File: src/rtl/uart_io_ctrl_if.sv
// CPU I/O bus between the processor core and the UART controller.
//   io_rd / io_wr : one-cycle read / write strobes
//   io_addr       : one-hot select, bit 12 = DATA, bit 13 = CTRL/STATUS
//   io_dout       : CPU write data
//   io_din        : read data returned to the CPU (zero when not selected)
interface uart_io_ctrl_if;
    logic        io_rd;
    logic        io_wr;
    logic [15:0] io_addr;
    logic [15:0] io_dout;
    logic [15:0] io_din;

    modport master (output io_rd, io_wr, io_addr, io_dout, input  io_din);
    modport slave  (input  io_rd, io_wr, io_addr, io_dout, output io_din);
endinterface

File: src/rtl/uart_io_ctrl.sv
// UART I/O controller: buffers CPU transmit bytes in a TX FIFO and paces them
// into the UART, captures received bytes into an RX FIFO with backpressure,
// and exposes DATA / CTRL-STATUS registers plus a level interrupt.
//   clk, resetq      : clock, asynchronous active-low reset
//   bus (slave)      : CPU I/O bus (io_rd, io_wr, io_addr, io_dout, io_din)
//   uart_wr          : one-cycle transmit strobe, uart_tx_data valid with it
//   uart_busy        : UART transmitter busy
//   uart_rd          : one-cycle receive acknowledge
//   uart_valid       : UART holds a received byte (uart_rx_data)
//   irq              : registered level interrupt

// Byte FIFO; caller only pushes when there is room (or a pop happens the
// same cycle) and only pops when non-empty. DEPTH must be a power of two so
// the pointers wrap on their own.
module uart_io_fifo #(
    parameter int DEPTH = 8
) (
    input  logic       clk,
    input  logic       resetq,
    input  logic       push_i,
    input  logic       pop_i,
    input  logic [7:0] wdata_i,
    output logic [7:0] rdata_o,
    output logic       empty_o,
    output logic       full_o
);
    localparam int AW = $clog2(DEPTH);

    logic [7:0]    mem_q [DEPTH];
    logic [AW-1:0] wptr_q, wptr_d, rptr_q, rptr_d;
    logic [AW:0]   count_q, count_d;

    always_comb begin
        wptr_d  = push_i ? wptr_q + AW'(1) : wptr_q;
        rptr_d  = pop_i  ? rptr_q + AW'(1) : rptr_q;
        count_d = count_q;
        if (push_i && !pop_i)      count_d = count_q + (AW+1)'(1);
        else if (!push_i && pop_i) count_d = count_q - (AW+1)'(1);
    end

    always_ff @(posedge clk or negedge resetq) begin
        if (!resetq) begin
            wptr_q  <= '0;
            rptr_q  <= '0;
            count_q <= '0;
        end else begin
            wptr_q  <= wptr_d;
            rptr_q  <= rptr_d;
            count_q <= count_d;
        end
    end

    // Push into a full FIFO with a simultaneous pop reuses the slot being
    // read this cycle; the head is read before the write lands.
    always_ff @(posedge clk) begin
        if (push_i) mem_q[wptr_q] <= wdata_i;
    end

    assign rdata_o = mem_q[rptr_q];
    assign empty_o = (count_q == '0);
    assign full_o  = (count_q == (AW+1)'(DEPTH));
endmodule

module uart_io_ctrl #(
    parameter int TX_DEPTH = 8,
    parameter int RX_DEPTH = 8
) (
    input  logic                 clk,
    input  logic                 resetq,
    uart_io_ctrl_if.slave        bus,
    output logic                 uart_wr,
    output logic [7:0]           uart_tx_data,
    input  logic                 uart_busy,
    output logic                 uart_rd,
    input  logic                 uart_valid,
    input  logic [7:0]           uart_rx_data,
    output logic                 irq
);
    localparam logic [1:0] TX_IDLE  = 2'd0;
    localparam logic [1:0] TX_SEND  = 2'd1;
    localparam logic [1:0] TX_GUARD = 2'd2;
    localparam logic [1:0] TX_DRAIN = 2'd3;
    localparam logic [0:0] RX_IDLE  = 1'b0;
    localparam logic [0:0] RX_ACK   = 1'b1;

    logic [1:0]  tx_state_q, tx_state_d;
    logic [0:0]  rx_state_q, rx_state_d;
    logic        ovf_q, ovf_d, rx_ie_q, rx_ie_d, tx_ie_q, tx_ie_d, irq_q, irq_d;

    logic        sel_data, sel_ctrl, ctrl_wr;
    logic        tx_push_req, tx_push, tx_pop, tx_empty, tx_full, tx_done, ovf_set;
    logic        rx_push, rx_pop, rx_empty, rx_full;
    logic [7:0]  tx_head, rx_head;
    logic [15:0] status;
    logic        unused_bits;

    assign sel_data = bus.io_addr[12];
    assign sel_ctrl = bus.io_addr[13];
    assign ctrl_wr  = bus.io_wr & sel_ctrl;

    // ---------------- TX path ----------------
    assign tx_push_req = bus.io_wr & sel_data;
    assign tx_pop      = (tx_state_q == TX_SEND);
    // A full FIFO still accepts a byte when the head leaves in the same cycle.
    assign tx_push     = tx_push_req & (~tx_full | tx_pop);
    assign ovf_set     = tx_push_req & tx_full & ~tx_pop;

    uart_io_fifo #(.DEPTH(TX_DEPTH)) u_tx_fifo (
        .clk(clk), .resetq(resetq), .push_i(tx_push), .pop_i(tx_pop),
        .wdata_i(bus.io_dout[7:0]), .rdata_o(tx_head),
        .empty_o(tx_empty), .full_o(tx_full)
    );

    // GUARD gives the UART one cycle to raise busy after the strobe before
    // DRAIN starts trusting it.
    always_comb begin
        tx_state_d = tx_state_q;
        unique case (tx_state_q)
            TX_IDLE:  if (!tx_empty && !uart_busy) tx_state_d = TX_SEND;
            TX_SEND:  tx_state_d = TX_GUARD;
            TX_GUARD: tx_state_d = TX_DRAIN;
            TX_DRAIN: if (!uart_busy) tx_state_d = TX_IDLE;
            default:  tx_state_d = TX_IDLE;
        endcase
    end

    assign uart_wr      = (tx_state_q == TX_SEND);
    assign uart_tx_data = uart_wr ? tx_head : 8'h00;
    assign tx_done      = tx_empty & (tx_state_q == TX_IDLE);

    // ---------------- RX path ----------------
    // Capture only when there is room; otherwise the byte stays in the UART.
    // Gated by resetq so no acknowledge escapes while reset is held.
    assign rx_push = resetq & (rx_state_q == RX_IDLE) & uart_valid & ~rx_full;
    assign rx_pop  = bus.io_rd & sel_data & ~rx_empty;
    assign uart_rd = rx_push;
    assign rx_state_d = rx_push ? RX_ACK : RX_IDLE;

    uart_io_fifo #(.DEPTH(RX_DEPTH)) u_rx_fifo (
        .clk(clk), .resetq(resetq), .push_i(rx_push), .pop_i(rx_pop),
        .wdata_i(uart_rx_data), .rdata_o(rx_head),
        .empty_o(rx_empty), .full_o(rx_full)
    );

    // ---------------- registers ----------------
    // ovf: a new overflow in the same cycle as a clear wins.
    assign ovf_d   = ovf_set | (ovf_q & ~(ctrl_wr & bus.io_dout[3]));
    assign rx_ie_d = ctrl_wr ? bus.io_dout[0] : rx_ie_q;
    assign tx_ie_d = ctrl_wr ? bus.io_dout[1] : tx_ie_q;
    assign irq_d   = (rx_ie_q & ~rx_empty) | (tx_ie_q & tx_done);

    always_ff @(posedge clk or negedge resetq) begin
        if (!resetq) begin
            tx_state_q <= TX_IDLE;
            rx_state_q <= RX_IDLE;
            ovf_q      <= 1'b0;
            rx_ie_q    <= 1'b0;
            tx_ie_q    <= 1'b0;
            irq_q      <= 1'b0;
        end else begin
            tx_state_q <= tx_state_d;
            rx_state_q <= rx_state_d;
            ovf_q      <= ovf_d;
            rx_ie_q    <= rx_ie_d;
            tx_ie_q    <= tx_ie_d;
            irq_q      <= irq_d;
        end
    end

    assign irq = irq_q;

    // ---------------- read mux ----------------
    assign status = {9'd0, tx_ie_q, rx_ie_q, rx_full, ovf_q, tx_done, ~rx_empty, ~tx_full};

    // Unselected views contribute zero so the result can be OR-ed with
    // other peripherals on the same bus.
    assign bus.io_din = (sel_data ? {8'h00, (rx_empty ? 8'h00 : rx_head)} : 16'h0000)
                      | (sel_ctrl ? status : 16'h0000);

    assign unused_bits = ^{bus.io_addr[15:14], bus.io_addr[11:0], bus.io_dout[15:8]};
endmodule

File: src/flat_wrapper.sv
// flat-port wrapper written by rule: the top's interface ports become plain ports
module uart_io_ctrl_flat 
#(
    parameter int TX_DEPTH = 8,
    parameter int RX_DEPTH = 8
)
  (clk, resetq, uart_wr, uart_tx_data, uart_busy, uart_rd, uart_valid, uart_rx_data, irq, bus_io_rd, bus_io_wr, bus_io_addr, bus_io_dout, bus_io_din);
  uart_io_ctrl_if bus_i ();
  input  logic clk;
  input  logic resetq;
  output logic uart_wr;
  output logic [7:0] uart_tx_data;
  input  logic uart_busy;
  output logic uart_rd;
  input  logic uart_valid;
  input  logic [7:0] uart_rx_data;
  output logic irq;
  input wire logic [$bits(bus_i.io_rd)-1:0] bus_io_rd;
  input wire logic [$bits(bus_i.io_wr)-1:0] bus_io_wr;
  input wire logic [$bits(bus_i.io_addr)-1:0] bus_io_addr;
  input wire logic [$bits(bus_i.io_dout)-1:0] bus_io_dout;
  output wire logic [$bits(bus_i.io_din)-1:0] bus_io_din;
  assign bus_i.io_rd = bus_io_rd;
  assign bus_i.io_wr = bus_io_wr;
  assign bus_i.io_addr = bus_io_addr;
  assign bus_i.io_dout = bus_io_dout;
  assign bus_io_din = bus_i.io_din;
  uart_io_ctrl #(.TX_DEPTH(TX_DEPTH), .RX_DEPTH(RX_DEPTH)) u_core (.clk(clk), .resetq(resetq), .bus(bus_i), .uart_wr(uart_wr), .uart_tx_data(uart_tx_data), .uart_busy(uart_busy), .uart_rd(uart_rd), .uart_valid(uart_valid), .uart_rx_data(uart_rx_data), .irq(irq));
endmodule
File: config.mk
export PLATFORM = sky130hd
export DESIGN_NAME = uart_io_ctrl_flat
export DESIGN_NICKNAME = d
export VERILOG_FILES = /design/src/rtl/uart_io_ctrl_if.sv /design/src/rtl/uart_io_ctrl.sv /design/src/flat_wrapper.sv
export SDC_FILE = /design/constraint.sdc
export NUM_CORES = 1
export LEC_CHECK = 0
export BUFFER_PORTS_ARGS = -buffer_cell sky130_fd_sc_hd__buf_2
export CORE_MARGIN = 2
export CORE_UTILIZATION = 45
export DETAILED_ROUTE_END_ITERATION = 10
export PLACE_DENSITY = 0.63
export SLEW_MARGIN = 0
export SYNTH_ARGS = -nofsm -noshare
export SYNTH_HDL_FRONTEND = slang
export SYNTH_SLANG_ARGS = --single-unit
File: constraint.sdc
create_clock -name clk -period 3.8 [get_ports clk]
set_input_delay 0.57 -clock clk [delete_from_list [all_inputs] [get_ports clk]]
set_output_delay 0.57 -clock clk [all_outputs]
set_load 0.005 [all_outputs]
# Word level (Yosys, flattened, before mapping)
# Memory sizes are Yosys's and may differ from the RTL's.
# Cells that the tools add are included.
# op_classes
mux	15
n_reduce_logical	17
n_addsub	8
bitwise	25
n_eq_ne	7
# ops
cell	count
$mux 8	3
$mux 4	4
$or 16x16->16	1
$and 1x1->1	15
$add 3x1->3 const B	4
$add 4x1->4 const B	2
$eq 4x4->1 const B	2
$logic_not 4->1	2
$pmux 2 s4	1
$sub 4x1->4 const B	2
$mux 7	1
$logic_not 1->1	6
$not 1->1	6
$logic_and 1x1->1	5
$eq 2x2->1 const B	2
$mux 1	4
$mux 2	2
$reduce_bool 2->1	2
$or 1x1->1	3
$eq 2x1->1 const B	1
$logic_not 2->1	1
$ne 2x1->1 const B	1
$ne 2x2->1 const B	1
$reduce_and 2->1	1
# totals
memories	2
ramBits	128
regBits	27
word_cells	86
output_inout_bits	27
# memory_table
name	words	width	read_ports	rd_clocked_by_memory_dff	wr	line	source
u_core.u_rx_fifo.mem_q	8	8	1	0	1	uart_io_ctrl.sv:29	logic [7:0] mem_q [DEPTH];
u_core.u_tx_fifo.mem_q	8	8	1	0	1	uart_io_ctrl.sv:29	

# Longest topological paths before layout
# Gate-level depths: netlist of run 1.
# logic_depth
depth_word	8
depth_mapped	11
mapped_depth_nobuf	11

# Cells and area by module
# From an unflattened synthesis of run 1, not the netlist that was laid out.
# unflattened
hier_cells	374
hier_area_um2	6775.2
# modules_own_cells
module	seq_area_each_um2	cells_per_inst	area_each_um2	instances
uart_io_fifo	2172.1	153	3083.0	2
uart_io_ctrl	175.2	68	609.3	1

# Worst setup path before layout of run 1
# OpenSTA, ideal clock, no wires.
# synth_timing
path_kind	register to register
from	reg u_core.u_tx_fifo.count_q[0]
to	reg u_core.u_tx_fifo.count_q[3]
path_slack_ns	1.043
t_arrival_ns	2.621
synth_period_minus_slack_ns	2.757
stages_incl_launch_ff	10
required_time_ns	3.664
setup_time_ns	0.136
path_buffers	0
cell_sequence	dfrtp_1 -> or4b_4 -> o211ai_4 -> inv_2 -> ha_1 -> inv_1 -> ha_1 -> a21o_2 -> a2111oi_0 -> o31ai_1
# synth_via
elab_chain_len	7
elab_cells_between_ends	12
classes_between	2 x add/sub; 1 x eq/ne; 2 x mux; 3 x bitwise; 4 x reduce/logical
# synth_rtl
element	line	source
from (decl)	uart_io_ctrl.sv:31	logic [AW:0] count_q, count_d;
from (signal assigned)	uart_io_ctrl.sv:49	count_q <= count_d;
$eq 4x4->1 *	uart_io_ctrl.sv:61	assign full_o = (count_q == (AW+1)'(DEPTH));
$not 1->1 *	uart_io_ctrl.sv:105	assign tx_push = tx_push_req & (~tx_full | tx_pop);
$or 1x1->1 *	uart_io_ctrl.sv:105	
$and 1x1->1 *	uart_io_ctrl.sv:105	
net u_core.tx_push	uart_io_ctrl.sv:91	logic tx_push_req, tx_push, tx_pop, tx_empty, tx_full, tx_done, ovf_set;
$logic_not 1->1	uart_io_ctrl.sv:38	else if (!push_i && pop_i) count_d = count_q - (AW+1)'(1);
$logic_and 1x1->1	uart_io_ctrl.sv:38	
$reduce_bool 2->1 (no source line)	-	
# The timed path passes the listed nets; every way through them passes the cells marked *. The select of a mux whose other input is x is not followed.
# A chain may end at the register's enable or synchronous reset.

# Final worst setup path of run 1
# layout_timing
from	reg u_core.u_rx_fifo.rptr_q[0]
to	out bus_io_din[1]
# layout_via
elab_chain_len	4
# layout_rtl
element	line	source
from (decl)	uart_io_ctrl.sv:30	logic [AW-1:0] wptr_q, wptr_d, rptr_q, rptr_d;
from (signal assigned)	uart_io_ctrl.sv:48	rptr_q <= rptr_d;
$mem_v2 8x8	-	
$mux 8 (2 in a row)	uart_io_ctrl.sv:177	assign bus.io_din = (sel_data ? {8'h00, (rx_empty ? 8'h00 : rx_head)} : 16'h0000)
$or 16x16->16	uart_io_ctrl.sv:178	| (sel_ctrl ? status : 16'h0000);
to (decl)	flat_wrapper.sv:22	output wire logic [$bits(bus_i.io_din)-1:0] bus_io_din;
# No other way between the ends.

==> metrics.yaml, run 1 <==
synth:
  netlist_instances: 382
  synth_area_sq_um: 6540
  synth_warnings: 0
  synth_area_per_cell_sq_um: 17.1
  synthDistinctLibCells: 41
  async_reset_ff_share_pct: 17.4
  ys.flop_type: "edfxtp_1"
  synth_edf_count: 128
  synth_seq_area_share_pct: 69.1
  ys_ff_latch: 155
global_route:
  overflow: 0
  first_global_vias: 3510
  grt_antenna_before_repair: 0
  grtUsageTotal_pct: 16.2
  grt_max_degree: 28
  grt_first_pass_wirelength_um: 18800
placed_design:
  port_buffers: 42
  dp_hpwl_um: 7850
  dpl_cell_area_sq_um: 6990
  pre_cts_slack_ns: 0.783
  gp_congestion: 0.706
worst_setup_path:
  cp.arrival_ns: 2.45
  path_cells: "buf_4 -> mux2_2 -> o221ai_1 -> nor2_1 -> o21a_1 -> buf_2"
  critical_path.max_stage_delay_ns: 0.67
  crit_family: "flip-flops"
  r2r_slack_ns: 0.81
  crit_slowest_cell: "dfrtp_1"
  path_buf_inv: 2
  crit_fanout: 16
  setup.worst_path.class: "reg2out"
  cp-start-kind: "flip-flop"
  crit_required_ns: 3.23
  worstSetupEndpointType: "primary output"
clock_tree:
  clk_latency_ns: 0.42
  cts_tree: "built"
  cts_made_buffers: 17
  htreeDepth: 4
  post-cts-setup-buffer-count: 0
  ctsHoldBuffers: 0
  clk_pin_slew_ns: 0.06
  cts-resized-gates: 0
  clock_path_buffers: 2
  clock_sinks: 155
  root_buffer: "clkbuf_16"
pwr:
  powerDensity_nw_per_um2: 747
  p_leak_uw: 0.00274
  power_uw: 5710
  vdd_ir_drop_max_mv: 0.441
status:
  status: "completed"
sta:
  min_period_ns: 3.02
  slew_headroom_pct: 35.2
  slew_violations: 0
  setup_viol: 0
  rsz0062_at_grt: "no"
  worst_pin_slew_ns: 0.965
  fmax_ghz: 0.331
  clock_skew_ns: 0.00571
  setup-tns-final_ns: 0
  fin_ws_ns: 0.783
  fin_crit_sh_pct: 79.4
  hold_viol_final: 0
routing:
  drtIter0Drc: 208
  via_per_inst: 5.22
  drc_errors: 0
  routed_wl_um: 11900
  dr.pass1.iters: 4
  post_drt_wl_per_cell_um: 18.6
  ant_nets: 0
  vias: 3326
final_layout:
  num_antenna_cells: 0
  syn_to_final_growth_pct: 16.8
  n_fill_cell: 1156
  finish.instance_area_sq_um: 7640
  drive_gt1_share_pct: 29.8
  nets: 504
floorplanning:
  die_h_um: 125
  initial_core_util_pct: 45.5
  dieArea_sq_um: 15500
  rows: 44
  num_io_pins: 73
  die_w_um: 125
  core_sq_um: 14400
min_path:
  hp-class: "in2async"
job:
  drv_cap: 0
-- report_power, final --
group	leakage [uW]	switching (uW)	total (uW)	internal (uW)
sequential	0.00148	304	2380	2080
combinational	0.000959	680	1470	785
clock	0.000305	641	1860	1220
-- kinds of logic after synthesis --
kind of cell               synth area share [%]
other                                    0.0573
buffers and inverters                      2.28
and+or+nand+nor                            5.64
xor gates and xnor gates                   1.61
muxes                                      14.4
adders and majority gates                  3.48
AOI/OAI and AO/OA                          3.46
DFF                                        69.1
-- synthesized netlist by cell type, types with 2 or more instances --
cell | n | area share, %
a2111oi_0 | 2 | 0.27
a21oi_1 | 2 | 0.15
buf_2 | 5 | 0.38
buf_4 | 10 | 1.1
clkbuf_1 | 6 | 0.34
dfrtp_1 | 27 | 10
edfxtp_1 | 128 | 59
fa_1 | 2 | 0.61
ha_1 | 15 | 2.9
inv_1 | 4 | 0.23
mux2_2 | 20 | 3.4
mux2i_1 | 13 | 2.0
mux4_2 | 26 | 9.0
nand2_1 | 25 | 1.4
nand2b_1 | 7 | 0.67
nand3_1 | 3 | 0.23
nor2_1 | 25 | 1.4
nor3_1 | 12 | 0.92
nor3b_1 | 2 | 0.23
nor4_1 | 2 | 0.19
o21ai_0 | 6 | 0.46
o22ai_1 | 5 | 0.48
o31ai_1 | 7 | 0.80
xnor2_1 | 10 | 1.3
xor2_1 | 2 | 0.27
-- layout by cell type, fill, tap and decap left out, types with 2 or more instances in the layout --
cell | Yosys | final
mux2i_1 | 13 | 13
buf_4 | 10 | 13
nand2b_1 | 7 | 7
o31ai_1 | 7 | 7
nor2_1 | 25 | 25
dfrtp_1 | 27 | 27
ha_1 | 15 | 15
conb_1 | 1 | 8
buf_2 | 5 | 42
inv_1 | 4 | 4
a21oi_1 | 2 | 2
edfxtp_1 | 128 | 128
fa_1 | 2 | 2
o22ai_1 | 5 | 5
nand3_1 | 3 | 3
nor4_1 | 2 | 2
bufinv_16 | 0 | 6
nand2_1 | 25 | 25
clkinv_1 | 1 | 5
clkbuf_16 | 0 | 17
mux2_2 | 20 | 20
clkinvlp_4 | 0 | 3
o21ai_0 | 6 | 6
mux4_2 | 26 | 26
xnor2_1 | 10 | 10
xor2_1 | 2 | 2
nor3b_1 | 2 | 2
a2111oi_0 | 2 | 2
nor3_1 | 12 | 12
-- stage by stage --
stage | util (%) | hold slack, ns | instances
2_1_floorplan | - | 0.274 | 389
3_3_place_gp | 48.6 | 0.490 | 606
3_5_place_dp | 48.6 | 0.508 | 606
4_1_cts | 53.2 | 0.192 | 637
5_1_grt | 53.2 | 0.202 | 637
6_report | 53.2 | 0.175 | 637
-- final cells by class --
cell class,instances,area [sq um],area share (%)
Sequential cell,155,4520,59.2
Multi-Input combinational cell,206,1910,25.0
Timing Repair Buffer,55,308,4.03
Inverter,6,22.5,0.295
Clock buffer,17,425,5.57
Tap cell,184,230,3.01
Clock inverter,14,226,2.97
-- sequential cells by signal, summed over array words and instances (netlist names), 2 cells and up --
name	count
u_core.tx_state_q	2
u_core.u_tx_fifo.rptr_q	3
u_core.u_rx_fifo.mem_q	64
u_core.u_rx_fifo.wptr_q	3
u_core.u_tx_fifo.mem_q	64
u_core.u_tx_fifo.wptr_q	3
u_core.u_tx_fifo.count_q	4
u_core.u_rx_fifo.rptr_q	3
u_core.u_rx_fifo.count_q	4
-- layer usage --
metal  vias to the layer above  GRT usage (%)  wire [um]
met5                         -              0          0
met4                         0           6.15        181
met1                      1666           19.6       5180
met3                        15           3.99        383
li1                       1586              -          -
met2                        59           28.1       6130
-- worst paths after layout --
kind / depth (start not counted) / from / end
setup / recovery: 6 / u_core.u_rx_fifo.rptr_q[0] / bus_io_din[1]
setup reg to reg: 9 / u_core.u_tx_fifo.count_q[0] / u_core.u_tx_fifo.count_q[3]
min in group clk: 1 / uart_rx_data[3] / u_core.u_rx_fifo.mem_q[7][3]
hold reg to reg: 2 / u_core.u_rx_fifo.count_q[2] / u_core.u_rx_fifo.count_q[2]
hold / removal: 2 / resetq / u_core.u_rx_fifo.count_q[1]
max in group asynchronous: 2 / resetq / u_core.u_tx_fifo.count_q[3]
(Power assumes the default switching activity.)
==> run 2: changes to the inputs <==
- clock period: 3.8 -> 2.9 ns (I/O delays scaled with it)
==> run 2 against run 1 <==
Against the previous run: core utilization increased by 0.26 points; count of clock-buffer cells in the layout unchanged; register-to-register slack got worse by 0.69 ns; combinational power increased by 38%; critical path type is now reg2reg.
==> metrics.yaml, run 2 (synthesized netlist as in run 1, its figures left out) <==
sta:
  rsz0062_at_grt: "no"
  setup_viol: 0
  hold_viol_final: 0
  worst_pin_slew_ns: 0.943
  fmax_ghz: 0.360
  slew_violations: 0
  fin_crit_sh_pct: 95.8
  slew_headroom_pct: 36.6
  fin_hold_ws_ns: 0.0343
  clock_skew_ns: 0.0117
  setup-tns-final_ns: 0
  min_period_ns: 2.78
worst_setup_path:
  r2r_slack_ns: 0.12
  r2r_cells: 9
  critical_path.max_stage_delay_ns: 0.60
  r2r-start: "u_core.u_tx_fifo.count_q[0]"
  crit_slowest_cell: "or4b_4"
  timing.rr.end: "u_core.u_tx_fifo.count_q[3]"
  cp-start-kind: "flip-flop"
  setup.worst_path.class: "reg2reg"
  cp.arrival_ns: 3.07
  crit_required_ns: 3.20
  cpMostUsedCell: "ha_1"
  path_cells: "or4b_4 -> o211ai_4 -> inv_2 -> ha_1 -> inv_1 -> ha_1 -> a21o_2 -> a2111oi_2 -> o31ai_1"
  worstSetupEndpointType: "flip-flop"
  crit_fanout: 5
global_route:
  grt_max_degree: 28
  grt_antenna_before_repair: 1
  grt_first_pass_wirelength_um: 19400
  grtUsageTotal_pct: 16.6
  use_met3_pct: 3.95
  overflow: 0
  met2_usage_pct: 28.8
  grt_busiest_layer: "met2"
  first_global_vias: 3594
  use_met1_pct: 20.5
routing:
  drtIter0Drc: 219
  dr.pass1.iters: 4
  post_drt_wl_per_cell_um: 18.8
  drc_errors: 0
  routed_wl_um: 12200
  vias: 3435
  ant_nets: 0
  via_per_inst: 5.29
pwr:
  p_sw_share_pct: 30.0
  combPwrFrac_pct: 27.6
  clkPwrFrac_pct: 30.2
  powerDensity_nw_per_um2: 960
  pwr-share-seq_pct: 42.2
  vdd_ir_drop_max_mv: 0.445
  p_int_uw: 5160
  p_leak_uw: 0.00278
  p_sw_uw: 2210
final_layout:
  drive_gt1_share_pct: 32.5
  syn_to_final_growth_pct: 17.3
  reg.largest.list: "u_core.u_rx_fifo.mem_q (64), u_core.u_tx_fifo.mem_q (64)"
  nets: 514
  multi_input_area_sq_um: 1920
  n_fill_cell: 1178
  final_common_cell: "edfxtp_1"
  final_cell_mix: "edfxtp_1, buf_2, dfrtp_1, mux4_2"
  stdcell_count: 649
  regArea_sq_um: 4520
clock_tree:
  clock_path_buffers: 2
  clk_pin_slew_ns: 0.06
  ctsHoldBuffers: 0
  htreeDepth: 4
  cts_tree: "built"
  cts-resized-gates: 0
  post-cts-setup-buffer-count: 0
  clk_latency_ns: 0.42
  cts_made_buffers: 17
  clock_sinks: 155
  root_buffer: "clkbuf_16"
floorplanning:
  rows: 44
  core_sq_um: 14400
  num_io_pins: 73
  initial_core_util_pct: 45.5
  die_h_um: 125
  die_w_um: 125
  dieArea_sq_um: 15500
placed_design:
  dp_cells: 616
  port_buffers: 42
  dp_hpwl_um: 7960
  gp_congestion: 0.711
min_path:
  hp-class: "in2async"
job:
  drv_cap: 0
status:
  status: "completed"
## run 2: cell types whose count changed in the layout (fill, tap and decap cells not counted), sizes merged
cell | previous run | this run
bufinv | 6 | 3
buf | 55 | 65
clkinv | 6 | 7
clkinvlp | 3 | 2
inv | 5 | 9
diode | 0 | 1
## run 2: per-layer routing
layer	part of all wire (%)	vias to the layer above	wire length, um
met5	0	-	0
met4	1.5	0	179
met3	4.2	17	515
met2	53	74	6480
met1	41	1737	5040
li1	-	1607	-
## run 2: how the worst max path moves through the flow
stage / from / end / slack (ns)
after floorplan: u_core.u_tx_fifo.count_q[0] / u_core.u_tx_fifo.count_q[3] / 0.14
after global placement: u_core.u_tx_fifo.count_q[0] / u_core.u_tx_fifo.count_q[3] / 0.21
after detailed placement: u_core.tx_state_q[1] / u_core.u_tx_fifo.mem_q[3][2] / 0.10
after CTS: u_core.tx_state_q[1] / u_core.u_tx_fifo.mem_q[3][3] / 0.07
after global routing: u_core.u_tx_fifo.count_q[0] / u_core.u_tx_fifo.count_q[3] / 0.01
final: u_core.u_tx_fifo.count_q[0] / u_core.u_tx_fifo.count_q[3] / 0.12
## run 2: final cells by class
type | instances | share of cell area [%]
tap | 184 | 3.00
sequential | 155 | 58.9
multi-input combinational | 206 | 25.0
clock inverter | 15 | 2.22
inverter | 6 | 0.293
antenna | 1 | 0.0326
timing repair buffer | 65 | 4.99
clock buffer | 17 | 5.54
## run 2: power by group through the flow
stage / clock, uW / sequential [uW] / combinational [uW]
after floorplan: 0 / 2930 / 1640
after global placement: 0 / 3140 / 1960
after detailed placement: 0 / 3160 / 2040
after CTS: 2270 / 3110 / 2050
after global routing: 2360 / 3160 / 2260
final: 2230 / 3110 / 2030
## run 2: critical path, delay by kind of cell (launching register included)
kind / cells / cell delay, ns
AOI/OAI and AO/OA: 4 / 0.96
and+or+nand+nor: 1 / 0.60
adders and majority gates: 2 / 0.47
DFF: 1 / 0.45
buffers and inverters: 2 / 0.17
## run 2: per-stage QoR
step / instance area, sq um / util, % / power (uW) / worst slack (ns)
after global routing: 7670 / 53.4 / 7770 / 0.0106
after floorplan: 6570 / - / 4560 / 0.143
after CTS: 7660 / 53.3 / 7440 / 0.0702
after global placement: 7060 / 49.1 / 5100 / 0.207
final: 7670 / 53.4 / 7370 / 0.121
after detailed placement: 7060 / 49.1 / 5200 / 0.104
